**src/rtl/patch_fetcher.sv**
```systemverilog
`timescale 1ns/1ps
`default_nettype none
// ============================================================================
// Module   : patch_fetcher
// Purpose  : Walks a stored image in raster order and delivers every 3x3
//            stride-1 window to the downstream window register.
// Revision : 1.0 - initial release
// ============================================================================
module patch_fetcher #(
    parameter int IMG_W  = 28,
    parameter int IMG_H  = 28,
    parameter int ADDR_W = 10
) (
    input  logic              clk,
    input  logic              rst,
    input  logic              start,
    output logic              busy,
    output logic              mem_rd_en,
    output logic [ADDR_W-1:0] mem_addr,
    input  logic [7:0]        mem_rdata,
    output logic [71:0]       patch_pixels,
    output logic              load_full_patch,
    output logic              out_valid,
    input  logic              out_ready,
    output logic              patch_last,
    output logic              done
);

    localparam int C_CW = $clog2(IMG_W);
    localparam int C_RW = $clog2(IMG_H);
    localparam logic [C_CW-1:0]   C_C_LAST = C_CW'(IMG_W - 3);
    localparam logic [C_RW-1:0]   C_R_LAST = C_RW'(IMG_H - 3);
    localparam logic [ADDR_W-1:0] C_STRIDE = ADDR_W'(IMG_W);

    localparam logic [2:0] S_IDLE       = 3'd0;
    localparam logic [2:0] S_FETCH_FULL = 3'd1;
    localparam logic [2:0] S_FETCH_COL  = 3'd2;
    localparam logic [2:0] S_DRAIN      = 3'd3;
    localparam logic [2:0] S_PRESENT    = 3'd4;
    localparam logic [2:0] S_DONE       = 3'd5;

    logic [2:0]        r_state;
    logic [2:0]        w_next;
    logic [C_RW-1:0]   r_r;
    logic [C_CW-1:0]   r_c;
    logic [ADDR_W-1:0] r_row_base;
    logic [ADDR_W-1:0] r_frow_base;
    logic [1:0]        r_frow;
    logic [1:0]        r_fcol;
    logic              r_cap_vld;
    logic [1:0]        r_cap_row;
    logic [1:0]        r_cap_col;
    logic              r_cap_shift;
    logic [7:0]        r_pix [9];
    logic              w_last_fetch;
    logic              w_c_end;
    logic              w_r_end;
    logic [3:0]        w_i0;
    logic [3:0]        w_i1;
    logic [3:0]        w_i2;
    logic [3:0]        w_iw;

    assign w_c_end      = (r_c == C_C_LAST);
    assign w_r_end      = (r_r == C_R_LAST);
    assign w_last_fetch = (r_frow == 2'd2) && ((r_state == S_FETCH_COL) || (r_fcol == 2'd2));

    always_ff @(posedge clk or posedge rst) begin
        if (rst) r_state <= S_IDLE;
        else     r_state <= w_next;
    end

    always_comb begin
        w_next = r_state;
        case (r_state)
            S_IDLE:       if (start) w_next = S_FETCH_FULL;
            S_FETCH_FULL,
            S_FETCH_COL:  if (w_last_fetch) w_next = S_DRAIN;
            S_DRAIN:      w_next = S_PRESENT;
            S_PRESENT: begin
                if (out_ready) begin
                    if (!w_c_end)      w_next = S_FETCH_COL;
                    else if (!w_r_end) w_next = S_FETCH_FULL;
                    else               w_next = S_DONE;
                end
            end
            S_DONE:       w_next = S_IDLE;
            default:      w_next = S_IDLE;
        endcase
    end

    always_comb begin
        busy            = (r_state != S_IDLE);
        mem_rd_en       = (r_state == S_FETCH_FULL) || (r_state == S_FETCH_COL);
        out_valid       = (r_state == S_PRESENT);
        done            = (r_state == S_DONE);
        load_full_patch = out_valid && (r_c == '0);
        patch_last      = out_valid && w_c_end && w_r_end;
        mem_addr        = mem_rd_en ? (r_frow_base + ADDR_W'(r_c) + ADDR_W'(r_fcol)) : '0;
    end

    // r_frow_base is the RAM address of column 0 of the image row being read
    always_ff @(posedge clk or posedge rst) begin
        if (rst) begin
            r_r         <= '0;
            r_c         <= '0;
            r_row_base  <= '0;
            r_frow_base <= '0;
            r_frow      <= '0;
            r_fcol      <= '0;
        end else begin
            case (r_state)
                S_IDLE: begin
                    if (start) begin
                        r_r         <= '0;
                        r_c         <= '0;
                        r_row_base  <= '0;
                        r_frow_base <= '0;
                        r_frow      <= '0;
                        r_fcol      <= '0;
                    end
                end
                S_FETCH_FULL: begin
                    if (r_fcol == 2'd2) begin
                        r_fcol      <= '0;
                        r_frow      <= r_frow + 2'd1;
                        r_frow_base <= r_frow_base + C_STRIDE;
                    end else begin
                        r_fcol      <= r_fcol + 2'd1;
                    end
                end
                S_FETCH_COL: begin
                    r_frow      <= r_frow + 2'd1;
                    r_frow_base <= r_frow_base + C_STRIDE;
                end
                S_PRESENT: begin
                    if (out_ready) begin
                        r_frow <= '0;
                        if (!w_c_end) begin
                            r_c         <= r_c + C_CW'(1);
                            r_fcol      <= 2'd2;
                            r_frow_base <= r_row_base;
                        end else if (!w_r_end) begin
                            r_c         <= '0;
                            r_r         <= r_r + C_RW'(1);
                            r_row_base  <= r_row_base + C_STRIDE;
                            r_frow_base <= r_row_base + C_STRIDE;
                            r_fcol      <= '0;
                        end
                    end
                end
                default: ;
            endcase
        end
    end

    // Read data lands one cycle after the strobe, so the target slot travels with it
    always_ff @(posedge clk or posedge rst) begin
        if (rst) begin
            r_cap_vld   <= 1'b0;
            r_cap_row   <= '0;
            r_cap_col   <= '0;
            r_cap_shift <= 1'b0;
        end else begin
            r_cap_vld   <= mem_rd_en;
            r_cap_row   <= r_frow;
            r_cap_col   <= r_fcol;
            r_cap_shift <= (r_state == S_FETCH_COL);
        end
    end

    assign w_i0 = {1'b0, r_cap_row, 1'b0} + {2'b00, r_cap_row};
    assign w_i1 = w_i0 + 4'd1;
    assign w_i2 = w_i0 + 4'd2;
    assign w_iw = w_i0 + {2'b00, r_cap_col};

    always_ff @(posedge clk or posedge rst) begin
        if (rst) begin
            for (int i = 0; i < 9; i++) r_pix[i] <= '0;
        end else if (r_cap_vld) begin
            if (r_cap_shift) begin
                r_pix[w_i0] <= r_pix[w_i1];
                r_pix[w_i1] <= r_pix[w_i2];
                r_pix[w_i2] <= mem_rdata;
            end else begin
                r_pix[w_iw] <= mem_rdata;
            end
        end
    end

    for (genvar g = 0; g < 9; g++) begin : g_pack
        assign patch_pixels[8*g +: 8] = r_pix[g];
    end

endmodule
`default_nettype wire

```
**config.mk**
```make
export PLATFORM = sky130hd
export DESIGN_NAME = patch_fetcher
export DESIGN_NICKNAME = d
export VERILOG_FILES = /design/src/rtl/patch_fetcher.sv
export SDC_FILE = /design/constraint.sdc
export NUM_CORES = 1
export LEC_CHECK = 0
export ABC_AREA = 1
export CAP_MARGIN = 20
export CORE_MARGIN = 1
export CORE_UTILIZATION = 38
export DETAILED_ROUTE_END_ITERATION = 6
export PLACE_DENSITY = 0.58
export SLEW_MARGIN = 20
export SYNTH_ARGS = -nofsm -noshare
export SYNTH_HDL_FRONTEND = slang
export SYNTH_SLANG_ARGS = --single-unit
export TNS_END_PERCENT = 100
```
**constraint.sdc**
```tcl
create_clock -name clk -period 12.5 [get_ports clk]
set_input_delay 3.75 -clock clk [delete_from_list [all_inputs] [get_ports clk]]
set_output_delay 3.75 -clock clk [all_outputs]
set_load 0.01 [all_outputs]
```
# After elaboration in Yosys (flattened, before gate mapping)
# Index checks and enable logic that the tools add are counted.
[totals]
register_bits = 115
in_bits = 12
out_inout_bits = 88
elab_cells = 136
[op_classes]
addsub = 12
n_lt_le_gt_ge = 8
eq_ne = 16
muxes = 53
bitwise = 4
n_reduce_logical = 23
[op_table]
columns = ["op", "count"]
rows = [
  ["$bwmux W72", 4],
  ["$demux W8 S4", 4],
  ["$mux W10", 8],
  ["$mux W72", 1],
  ["$bmux W8 S4", 2],
  ["$mux W8", 8],
  ["$pmux W10 S4", 1],
  ["$mux W5", 7],
  ["$add A10 B5 Y10 const B", 2],
  ["$ge A5 B5 Y1 const B", 4],
  ["$lt A5 B1 Y1 const B", 4],
  ["$not A4 Y5", 4],
  ["$pmux W10 S2", 1],
  ["$pmux W5 S2", 2],
  ["$mux W3", 5],
  ["$mux W2", 7],
  ["$pmux W3 S4", 1],
  ["$reduce_and A4 Y1", 3],
  ["$add A10 B2 Y10", 1],
  ["$add A10 B5 Y10", 1],
  ["$add A5 B1 Y5 const B", 2],
  ["$eq A5 B5 Y1 const B", 2],
  ["$reduce_and A5 Y1", 2],
  ["$logic_and A1 B1 Y1", 8],
  ["other kinds (22)", 32],
]

# Depth between registers and ports, before layout
# Gate-level depths: netlist of the first run.
[depth]
ltp_word = 10
mapped_depth = 15
mapped_depth_nobuf = 13

# Least setup slack after synthesis of the first run
# No wires, ideal clock.
[synth_path]
kind = "register to output"
start = "register r_c[1]"
end = "output port mem_addr[9]"
arrival_ps = 2138
t_required_ps = 8750
slack_ps = 6612
stages_incl_launch_ff = 13
path_buffers = 0
cell_sequence = "dfrtp_1 ha_1 ha_1 fa_1 nand2_1 inv_1 o21ai_0 nand2_1 nand2_1 a21oi_1 nand2_1 nor3_1 nor3_1"
[synth_between]
elab_chain_cells = 3
[synth_lines]
columns = ["element", "line_no", "source"]
rows = [
  ["start, declared", "45", "logic [C_CW-1:0] r_c;"],
  ["start signal, assigned", "139", "r_c <= r_c + C_CW'(1);"],
  ["$add A10 B5 Y10", "98", "mem_addr = mem_rd_en ? (r_frow_base + ADDR_W'(r_c) + ADDR_W'(r_fcol)) : '0;"],
  ["$add A10 B2 Y10", "98", ""],
  ["$mux W10", "98", ""],
  ["end, declared", "19", "output logic [ADDR_W-1:0] mem_addr,"],
]
# No other way between the ends.

# Worst setup path in the final report of the first run
# Ends and elaborated chain as after synthesis.

==> metrics.md, run 1 <==
| Metric | Value |
|---|---|
| Status | `complete, no violations` |
| Synth Area in Adders | `under 10%` |
| Req. time, crit path | `8.75 ns` |
| Largest family of logic cells by synthesized area | `simple AND/OR/NAND/NOR gates` |
| Static Leak | `roughly 5.3 nW` |
| Nature of the critical path endpoint | `output pin` |
| Final Max Tran Viols | `0` |
| DP HPWL | `approximately 30000 um` |
| Post-route ant nets | `0` |
| Num rows | `57` |
| Area delta synth->final | `15.53%` |
| RSZ-0062 raised after global routing | `false` |
| Clk_lat worst skew | `roughly 0.38 ns` |
| Post-synthesis sequential area ratio | `between 20 and 30%` |
| Worst relative slew slack | `roughly 34%` |
| Async set-reset flop share out of synthesis | `100.0%` |
| Drt first-iter violations | `roughly 1300` |
| Synthesized Nets | `1545` |
| VDD IR-drop max | `about 0.10 mV` |
| IO Count | `100` |
| Setup Fix Bufs, Post-CTS | `0` |
| Design area | `approximately 0.011 mm^2` |
| CTS tree | `built` |
| Mux cell area share after synthesis | `0%` |
| WP data arrival | `3.14 ns` |
| Yosys warns | `0` |
| GPL Wtd Cong | `0.9873` |
| Starting density of the core | `roughly two fifths` |
| DR pass1 iterations | `7` |
| Post-Syn Area | `between 0.009 and 0.01 mm^2` |
| Crit path launch type | `flip-flop` |
| Compound-cell area share of the yosys netlist | `between 10% and 20%` |
| Count of buffers from port buffering | `slightly below 100` |
| EDFF count, synth | `0` |
| Synth Area per Inst | `approximately 6.3 um^2` |
| Netlist cell types | `between 40 and 50` |
| Int Power | `1.410 mW` |
| CP dominant cell by count | `nand2_1` |
| Setup TNS | `0 ns` |
| Fmax | `145.1 MHz` |
| Total grt overflow | `0` |
| Die Ht | `between 150 and 200 um` |
| Fin nets | `between 1500 and 2000` |
| Via count | `10550` |
| Clock sinks | `about 110` |
| Tot GR Track Use | `a little under a third` |
| Flip-flop and latch count after synthesis | `approximately 110` |
| Vias/cell | `5.569` |
| Total power | `approximately 3.4 mW` |
| Initial antenna violation count | `0` |
| Slowest stage delay, CP | `0.57 ns` |
| Die Width | `159.8 um` |
| Diodes inserted | `0` |
| Clk pwr share | `8.6%` |
| Hold path startpoint | `r_frow[0]$_DFFE_PP0P_` |
| Final Hold Fails | `0` |
| R2R Path Start | `r_cap_row[0]$_DFF_PP0_` |
| CTS Hold Buffers Added | `0` |
| Worst Path Max Fanout | `4` |
| H-tree depth | `3` |
| Quantity of gates resized following cts | `0` |
| CTS buffer count | `9` |
| Sw Share | `about three fifths` |
| CP Launch Point | `r_c[1]$_DFFE_PP0P_` |
| Worst path slowest cell | `clkdlybuf4s50_1` |
| First-pass GRT wire length | `60010 um` |
| Die Footprint | `approximately 0.026 mm^2` |
| DRC Markers | `0` |
| Cells after Synth | `1501` |
| Sw power | `between 2 and 2.5 mW` |
| CTS clk-pin slew, worst paths | `0.09 ns` |
| Placed cell areas | `approximately 0.011 mm^2` |
| Flop pwr share | `between 20% and 30%` |
| Final min period | `6.894 ns` |
| Comb pwr share | `70.5%` |
| Max cap viols | `0` |
| Area of the core | `0.02439 mm^2` |
| Vias in the first global route | `9797` |
| Period utilization | `approximately 55%` |
| Worst-Margin Slew | `roughly 0.98 ns` |
| Placed Cells incl. Taps | `1880` |
| Hold Path Class | `reg2reg` |
| Final setup fails | `0` |
| Pwr/cell area | `between 300 and 400 mW/mm^2` |
| XOR/XNOR Fraction of Synth Area | `about 1.2%` |
| Layout cells sized above 1 | `between 6 and 7%` |
| Wire length per cell | `between 20 and 25 um` |
| Bufs on Longest Clock Path | `2` |
| Crit path cell chain | `ha_1 -> ha_1 -> fa_1 -> nand2_1 -> inv_1 -> o21ai_0 -> nand2_1 -> nand2_1 -> a21oi_1 -> nand2_1 -> nor3_1 -> nor3_1 -> clkdlybuf4s50_1` |
| Layout Skew | `around 0.018 ns` |
| Pin count of the biggest net entering global routing | `65` |
| WL final | `between 30000 and 40000 um` |
| Setup Crit Path Kind | `reg2out` |
| Simple-gate portion of the synthesized area | `40.07%` |
| Finished Layout Cells | `1895` |
| Root Driver | `clkbuf_16` |
| Main synth FF type | `dfrtp_1` |
==> placed cells by master (no fill, tap or decap), drive strengths merged, types with 5 or more instances in the layout <==
master	synthesis	routed
a21oi	195	195
a22oi	7	7
buf	35	7
clkbuf	16	9
clkdlybuf4s50	0	99
clkinv	8	11
dfrtp	111	111
ha	30	30
inv	152	154
nand2	456	456
nand3	201	201
nand4	10	10
nor2	166	166
nor3	17	17
o211ai	8	8
o21ai	53	53
o22ai	5	5
xor2	8	8
==> metrics by stage <==
stage / setup WS, ns / hold WS (ns) / utilization [%]
3_5_place_dp: 6.037 / 0.3644 / 43.61
6_report: 5.606 / 0.3798 / 44.81
3_3_place_gp: 6.073 / 0.3605 / 43.61
4_1_cts: 5.611 / 0.3825 / 44.81
5_1_grt: 5.394 / 0.4008 / 44.81
2_1_floorplan: 5.819 / 0.3537 / -
==> worst paths after layout <==
check	end	slack, ns	cells after the start
max	mem_addr[9]	5.61	13
min	r_cap_row[0]$_DFF_PP0_	0.38	0
max in group asynchronous	r_cap_row[0]$_DFF_PP0_	7.43	3
max reg2reg	patch_pixels[24]$_DFFE_PP0P_	8.33	12
min in group asynchronous	patch_pixels[62]$_DFFE_PP0P_	3.86	2
min reg2reg	r_cap_row[0]$_DFF_PP0_	0.38	0
==> power groups by stage <==
stage               Clock (mW)  Sequential, mW  Combinational [mW]
floorplan                    0           0.690                1.44
global placement             0           0.717                2.35
detailed placement           0           0.717                2.35
CTS                      0.306           0.712                2.36
global route             0.318           0.736                2.61
finish                   0.297           0.717                2.43
==> synth_stat cells, types with 5 or more instances <==
library cell | n | area [um^2]
nand2_1 | 427 | 1603
o21ai_0 | 46 | 230.2
buf_4 | 9 | 67.56
xor2_1 | 7 | 61.31
a21oi_1 | 194 | 970.9
ha_1 | 30 | 375.4
a22oi_1 | 7 | 52.55
clkinv_1 | 7 | 26.28
nor3_2 | 7 | 70.07
clkbuf_1 | 16 | 60.06
o211ai_1 | 8 | 60.06
dfrtp_1 | 111 | 2778
nor2_2 | 5 | 31.28
nor3_1 | 10 | 50.05
inv_2 | 11 | 41.29
nand3_1 | 195 | 975.9
nand2_2 | 22 | 137.6
inv_1 | 141 | 529.3
nand4_1 | 10 | 62.56
nand2_4 | 7 | 78.83
nor2_1 | 156 | 585.6
nor2_4 | 5 | 56.30
o22ai_1 | 5 | 31.28
nand3_2 | 6 | 60.06
o21ai_1 | 6 | 30.03
buf_2 | 18 | 90.09
==> routing by layer <==
layer  up-vias  wire length, um  GRT usage [%]
li1       5053                -              -
met1      4884            17190          42.51
met2       514            17180          47.04
met3       103             3550          6.961
met4         0             1973          14.85
met5         -                0              0
==> worst max-delay path: cells and delay by family (launching register included) <==
family / cells / cell delay, ns
adders and majority gates: 3 / 0.93
AOI/OAI and AO/OA: 2 / 0.25
and+or+nand+nor: 6 / 0.55
DFF: 1 / 0.43
buffers and inverters: 2 / 0.62
==> layout make-up <==
type / count / area, um^2
timing repair buffer: 106 / 1044
clock inverter: 6 / 68.82
inverter: 160 / 604.3
multi-input combinational: 1179 / 5804
tap: 324 / 405.4
fill: 2605 / 13460
sequential: 111 / 2779
clock buffer: 9 / 225.2
==> kinds of logic after synthesis <==
family | Yosys count
fa+ha+maj | 32
simple gates | 858
xor+xnor | 10
buf+inv | 211
compound gates | 279
flops | 111
==> flip-flops by register name, summed over array words and instances, names as in the netlist, 3 cells and up <==
| signal | count |
|---|---|
| r_frow_base | 8 |
| patch_pixels | 72 |
| r_c | 5 |
| r_r | 5 |
| r_state | 3 |
| r_row_base | 8 |
Note: power is estimated with default switching activity, not from simulation.
==> inputs of run 2 (changes only) <==
--- a/config.mk
+++ b/config.mk
@@ -10,7 +10,7 @@
 export CORE_MARGIN = 1
 export CORE_UTILIZATION = 38
 export DETAILED_ROUTE_END_ITERATION = 6
-export PLACE_DENSITY = 0.58
+export PLACE_DENSITY = 0.6
 export SLEW_MARGIN = 20
 export SYNTH_ARGS = -nofsm -noshare
 export SYNTH_HDL_FRONTEND = slang
==> constraint.sdc (replaced) <==
create_clock -name clk -period 5.9 [get_ports clk]
set_input_delay 1.77 -clock clk [delete_from_list [all_inputs] [get_ports clk]]
set_output_delay 1.77 -clock clk [all_outputs]
set_load 0.01 [all_outputs]
==> run 2 against run 1 <==
  * Clock power grew 130%
  * Setup slack worse by 4.6 ns
  * Global-route usage shrank 0.38 points
  * Critical path depth did not move
  * Largest cell class unchanged
  * Largest power group unchanged
==> metrics.md, run 2 (synthesis results as in run 1) <==
| Metric | Value |
|---|---|
| CTS clk-pin slew, worst paths | `~0.080 ns` |
| Vias/cell | `5.609` |
| Max cap viols | `0` |
| IO Count | `100` |
| Grt met3 use | `under 10%` |
| First-pass GRT wire length | `roughly 60000 um` |
| Worst Path Max Fanout | `4` |
| Drt first-iter violations | `about 1500` |
| Hold WS | `0.4015 ns` |
| DRC Markers | `0` |
| Setup Fix Bufs, Post-CTS | `0` |
| RSZ-0062 raised after global routing | `false` |
| Crit path cell chain | `ha_1 -> ha_1 -> fa_1 -> nand2_1 -> inv_1 -> o21ai_0 -> nand2_1 -> nand2_1 -> a21oi_1 -> nand2_1 -> nor3_1 -> nor3_1 -> clkdlybuf4s50_1` |
| Count of buffers from port buffering | `just under 100` |
| Worst Path Buf+Inv | `2` |
| Pwr/cell area | `about 660 mW/mm^2` |
| Clk_lat worst skew | `between 0.3 and 0.4 ns` |
| Total power | `about 7.3 mW` |
| Hold path endpoint | `r_cap_row[0]$_DFF_PP0_` |
| Hold-critical path depth | `0` |
| Final Hold Fails | `0` |
| Worst relative slew slack | `~38%` |
| Die Width | `roughly 160 um` |
| DR pass1 iterations | `6` |
| Crit path launch type | `flip-flop` |
| Clock sinks | `111` |
| Via count | `about 11000` |
| Quantity of gates resized following cts | `0` |
| Slowest stage delay, CP | `0.56 ns` |
| Max reg flops | `72` |
| Placed Cells incl. Taps | `approximately 1900` |
| Commonest non-fill, non-tap cells in the layout | `427 x nand2_1, 195 x nand3_1, 194 x a21oi_1` |
| Wire length per cell | `between 20 and 25 um` |
| Final min period | `4.851 ns` |
| H-tree depth | `3` |
| R2R cell count | `13` |
| Fin nets | `~1600` |
| Leading cell type in the layout, fill and taps excluded | `nand2_1` |
| Diodes inserted | `0` |
| Bufs on Longest Clock Path | `2` |
| Layout cells sized above 1 | `under 10%` |
| CP dominant cell by count | `nand2_1` |
| Status | `complete, no violations` |
| Die Footprint | `0.02553 mm^2` |
| Post-route ant nets | `0` |
| Root Driver | `clkbuf_16` |
| Pin count of the biggest net entering global routing | `90` |
| Met2 Usage GRT | `between 40% and 50%` |
| R2r setup slk | `1.98 ns` |
| CTS buffer count | `9` |
| WP data arrival | `3.08 ns` |
| Die Ht | `159.8 um` |
| Initial antenna violation count | `0` |
| Nature of the critical path endpoint | `output pin` |
| Req. time, crit path | `about 4.1 ns` |
| Starting density of the core | `38.79%` |
| Hold Path Class | `reg2reg` |
| Worst setup margin | `1.049 ns` |
| Final setup fails | `0` |
| R2R Path Start | `r_cap_row[0]$_DFF_PP0_` |
| Worst r2r dst | `patch_pixels[29]$_DFFE_PP0P_` |
| DP HPWL | `between 20000 and 30000 um` |
| Total grt overflow | `0` |
| Worst path slowest cell | `clkdlybuf4s50_1` |
| Setup Crit Path Kind | `reg2out` |
| GPL Wtd Cong | `~1.0` |
| Top Family by Delay on Critical Path | `adder cells` |
| Period utilization | `a little over 80%` |
| Setup TNS | `0 ns` |
| Tot GR Track Use | `between 30 and 40%` |
| GR Util met1 | `a little over two fifths` |
| Finished Layout Cells | `around 1900` |
| Area delta synth->final | `15.90%` |
| CTS Hold Buffers Added | `0` |
| WL final | `~40000 um` |
| CTS tree | `built` |
| Fillers | `~2600` |
| Worst-Margin Slew | `0.9279 ns` |
| Vias in the first global route | `9699` |
| VDD IR-drop max | `between 0.2 and 0.25 mV` |
| Layout Skew | `roughly 0.012 ns` |
| Num rows | `57` |
| Final Max Tran Viols | `0` |
| Fmax | `206.2 MHz` |
| Static Leak | `~5.3 nW` |
| Global route hottest layer | `met2` |
| Area of the core | `around 0.024 mm^2` |
| Hold path startpoint | `r_frow[0]$_DFFE_PP0P_` |
| Pre-CTS WS | `roughly 1.4 ns` |
run 2: changes by cell type in the layout (fill, tap and decap cells not counted), sizes merged:
cell and delta:
buf +2, bufinv +1, clkbuf +1, clkinv -2
inv +1
run 2: metrics by stage:
step	utilization, %	instance area [um^2]
after floorplan	-	9462
after detailed placement	43.67	10650
after global placement	43.67	10650
final	44.96	10970
after global routing	44.96	10970
after CTS	44.96	10970
run 2: final cells by class:
| cell class | count | area (um^2) | share of cell area [%] |
|---|---|---|---|
| Tap cell | 324 | 405.4 | 3.697 |
| Clock buffer | 10 | 229.0 | 2.088 |
| Multi-Input combinational cell | 1179 | 5804 | 52.93 |
| Timing Repair Buffer | 108 | 1059 | 9.653 |
| Sequential cell | 111 | 2779 | 25.34 |
| Clock inverter | 6 | 85.08 | 0.7759 |
| Inverter | 160 | 604.3 | 5.511 |
run 2: worst reg2reg max path, cell delays in order (launching register included):
cell and delay [ns]:
dfrtp_2 0.41, inv_2 0.04, buf_4 0.46, ha_1 0.24, buf_4 0.41, inv_2 0.35
fa_1 0.53, xnor2_2 0.38, inv_1 0.18, nand3_2 0.27, nand2_2 0.21, nand2_4 0.16
nor2_1 0.05, a21oi_1 0.14
run 2: worst max-delay path by stage:
stage                       startpoint                           to  slack (ns)  cells past startpoint
floorplan                          rst  patch_pixels[0]$_DFFE_PP0P_        1.20                      1
global placement    r_c[1]$_DFFE_PP0P_                  mem_addr[9]        1.46                     13
detailed placement  r_c[1]$_DFFE_PP0P_                  mem_addr[9]        1.44                     13
CTS                 r_c[1]$_DFFE_PP0P_                  mem_addr[9]        1.02                     13
global route        r_c[1]$_DFFE_PP0P_                  mem_addr[9]        0.83                     13
finish              r_c[1]$_DFFE_PP0P_                  mem_addr[9]        1.05                     13
run 2: per-layer routing:
metal	routed length [um]	vias up	part of all wire, %
met4	2166	0	5.5
met2	16770	490	43
met3	3541	105	9.0
met5	0	-	0
li1	-	5058	-
met1	16740	4993	43
run 2: where the power goes:
part | internal [mW] | leakage [nW] | switching (mW)
clock network | 0.342 | 0.150 | 0.329
logic | 1.59 | 3.83 | 3.53
registers | 1.10 | 1.35 | 0.399
==> inputs of run 3 (changes only) <==
--- a/config.mk
+++ b/config.mk
@@ -10,7 +10,7 @@
 export CORE_MARGIN = 1
 export CORE_UTILIZATION = 38
 export DETAILED_ROUTE_END_ITERATION = 6
-export PLACE_DENSITY = 0.6
+export PLACE_DENSITY = 0.58
 export SLEW_MARGIN = 20
 export SYNTH_ARGS = -nofsm -noshare
 export SYNTH_HDL_FRONTEND = slang
==> constraint.sdc (replaced) <==
create_clock -name clk -period 4.97 [get_ports clk]
set_input_delay 1.491 -clock clk [delete_from_list [all_inputs] [get_ports clk]]
set_output_delay 1.491 -clock clk [all_outputs]
set_load 0.01 [all_outputs]
==> run 3 against run 2 <==
  * The run now ends with DRC left
  * Count of clock-buffer cells in the layout is the same
  * Design area is essentially flat
  * Clock skew grew 0.0022 ns
  * Non-clock buffer count is the same
  * Cell count is the same
  * Total power grew 18%
  * Setup slack lost 0.69 ns
  * Die area is the same
  * Combinational power grew 19%
  * Sequential power grew 18%
  * Register-to-register slack lost 0.55 ns
  * Via count is essentially flat
==> metrics.md, run 3 (synthesis results as in run 1) <==
| Metric | Value |
|---|---|
| Clock sinks | `111` |
| GPL Wtd Cong | `1.026` |
| Hold Path Class | `reg2reg` |
| Commonest non-fill, non-tap cells in the layout | `427 x nand2_1, 195 x nand3_1, 194 x a21oi_1` |
| WL final | `around 38000 um` |
| Sw Share | `58.56%` |
| Clk pwr share | `9.0%` |
| Starting density of the core | `38.79%` |
| CTS buffer count | `9` |
| Num rows | `57` |
| Bufs on Longest Clock Path | `2` |
| Final min period | `4.612 ns` |
| Final Hold Fails | `0` |
| Setup Crit Path Kind | `reg2out` |
| CTS Hold Buffers Added | `0` |
| Final setup fails | `0` |
| Total grt overflow | `0` |
| Hold path startpoint | `r_frow[0]$_DFFE_PP0P_` |
| Status | `finished, violations left` |
| DRC Markers | `1` |
| Int Power | `3.580 mW` |
| IO Count | `100` |
| Worst setup margin | `0.3580 ns` |
| RSZ-0062 raised after global routing | `false` |
| Worst path slowest cell | `clkdlybuf4s50_1` |
| Period utilization | `between 90% and 100%` |
| Area of the core | `0.02439 mm^2` |
| Layout cells sized above 1 | `around 6.4%` |
| Worst relative slew slack | `around a third` |
| Crit path cell chain | `ha_1 -> ha_1 -> fa_1 -> nand2_1 -> inv_1 -> o21ai_0 -> nand2_1 -> nand2_1 -> a21oi_1 -> nand2_1 -> nor3_1 -> nor3_1 -> clkdlybuf4s50_1` |
| Setup TNS | `0 ns` |
| Vias in the first global route | `9806` |
| Max cap viols | `0` |
| Drt first-iter violations | `roughly 1600` |
| R2R Path Start | `r_cap_row[0]$_DFF_PP0_` |
| Violated checks | `DRC` |
| Die Ht | `between 150 and 200 um` |
| Slowest stage delay, CP | `0.56 ns` |
| Pin count of the biggest net entering global routing | `89` |
| Flop pwr share | `20.5%` |
| Hold-critical path depth | `0` |
| Global route hottest layer | `met2` |
| Static Leak | `approximately 5.3 nW` |
| R2r setup slk | `around 1.4 ns` |
| Final Max Tran Viols | `0` |
| Crit path launch type | `flip-flop` |
| DR pass1 iterations | `7` |
| Fin nets | `approximately 1600` |
| Wire length per cell | `around 20 um` |
| Nature of the critical path endpoint | `output pin` |
| H-tree depth | `3` |
| Post-route ant nets | `0` |
| Vias/cell | `~5.6` |
| Sw power | `approximately 5 mW` |
| WP data arrival | `between 3 and 4 ns` |
| CTS clk-pin slew, worst paths | `about 0.090 ns` |
| Layout Skew | `around 0.014 ns` |
| Root Driver | `clkbuf_16` |
| Worst-Margin Slew | `0.9685 ns` |
| CP dominant cell by count | `nand2_1` |
| Worst r2r dst | `patch_pixels[35]$_DFFE_PP0P_` |
| Pre-CTS WS | `a little under 0.8 ns` |
| CTS tree | `built` |
| Fmax | `around 220 MHz` |
| Pwr/cell area | `about 790 mW/mm^2` |
| Setup Fix Bufs, Post-CTS | `0` |
| R2R cell count | `10` |
| Area delta synth->final | `16.00%` |
| GR Util met1 | `between 40% and 50%` |
| Clk_lat worst skew | `~0.38 ns` |
| Via count | `around 11000` |
| Quantity of gates resized following cts | `0` |
| CP Launch Point | `r_c[1]$_DFFE_PP0P_` |
| VDD IR-drop max | `between 0.3 and 0.4 mV` |
| Leading cell type in the layout, fill and taps excluded | `nand2_1` |
| Grt met3 use | `6.000%` |
| Worst Path Max Fanout | `4` |
| Req. time, crit path | `between 3 and 4 ns` |
| Max reg flops | `between 70 and 80` |
| First-pass GRT wire length | `58260 um` |
| Die Footprint | `roughly 0.026 mm^2` |
| Die Width | `about 160 um` |
| Initial antenna violation count | `1` |
| DP HPWL | `about 28000 um` |
| Met2 Usage GRT | `between 40% and 50%` |
| Hold path endpoint | `r_cap_row[0]$_DFF_PP0_` |
| Tot GR Track Use | `just over 30%` |
| Diodes inserted | `0` |
| Comb pwr share | `between 70% and 80%` |
| Count of buffers from port buffering | `99` |
## run 3: worst max path at each step
stage	slack (ns)	cells past startpoint	to
2_1_floorplan	0.55	1	patch_pixels[0]$_DFFE_PP0P_
3_3_place_gp	0.80	13	mem_addr[9]
3_5_place_dp	0.77	13	mem_addr[9]
4_1_cts	0.34	13	mem_addr[9]
5_1_grt	0.15	13	mem_addr[9]
6_report	0.36	13	mem_addr[9]
## run 3: stage by stage
stage          total power [mW]  std cells  util, %  hold WS (ns)  cell area, um^2
2_1_floorplan             5.360       1501        -        0.3537             9462
3_3_place_gp              7.617       1882    43.72        0.3586            10660
3_5_place_dp              7.627       1882    43.72        0.3665            10660
4_1_cts                   8.440       1898    45.00        0.3856            10980
5_1_grt                   9.197       1898    45.00        0.3950            10980
6_report                  8.639       1898    45.00        0.3823            10980
## run 3: power groups by stage
stage | sequential (mW) | combinational (mW) | clock [mW]
after floorplan | 1.74 | 3.62 | 0
after global placement | 1.77 | 5.84 | 0
after detailed placement | 1.78 | 5.85 | 0
after CTS | 1.76 | 5.88 | 0.796
after global routing | 1.82 | 6.55 | 0.825
final | 1.77 | 6.09 | 0.782
## run 3: cell type report
cell class	instances	area (um^2)
Multi-Input combinational cell	1179	5804
Clock inverter	6	72.57
Inverter	160	604.3
Timing Repair Buffer	108	1071
Fill cell	2637	13420
Sequential cell	111	2779
Tap cell	324	405.4
Clock buffer	10	239.0
## run 3: layer usage
layer	routed length [um]	part of all wire [%]
met4	1983	5.2
met2	16150	42
met3	4213	11
met1	16060	42
met5	0	0
## run 3: worst max-delay path, delay by kind of cell, from the launching register on
kind,cells,cell delay (ns)
fa+ha+maj,3,0.92
buf+inv,2,0.61
simple gates,6,0.57
flops,1,0.42
compound gates,2,0.23
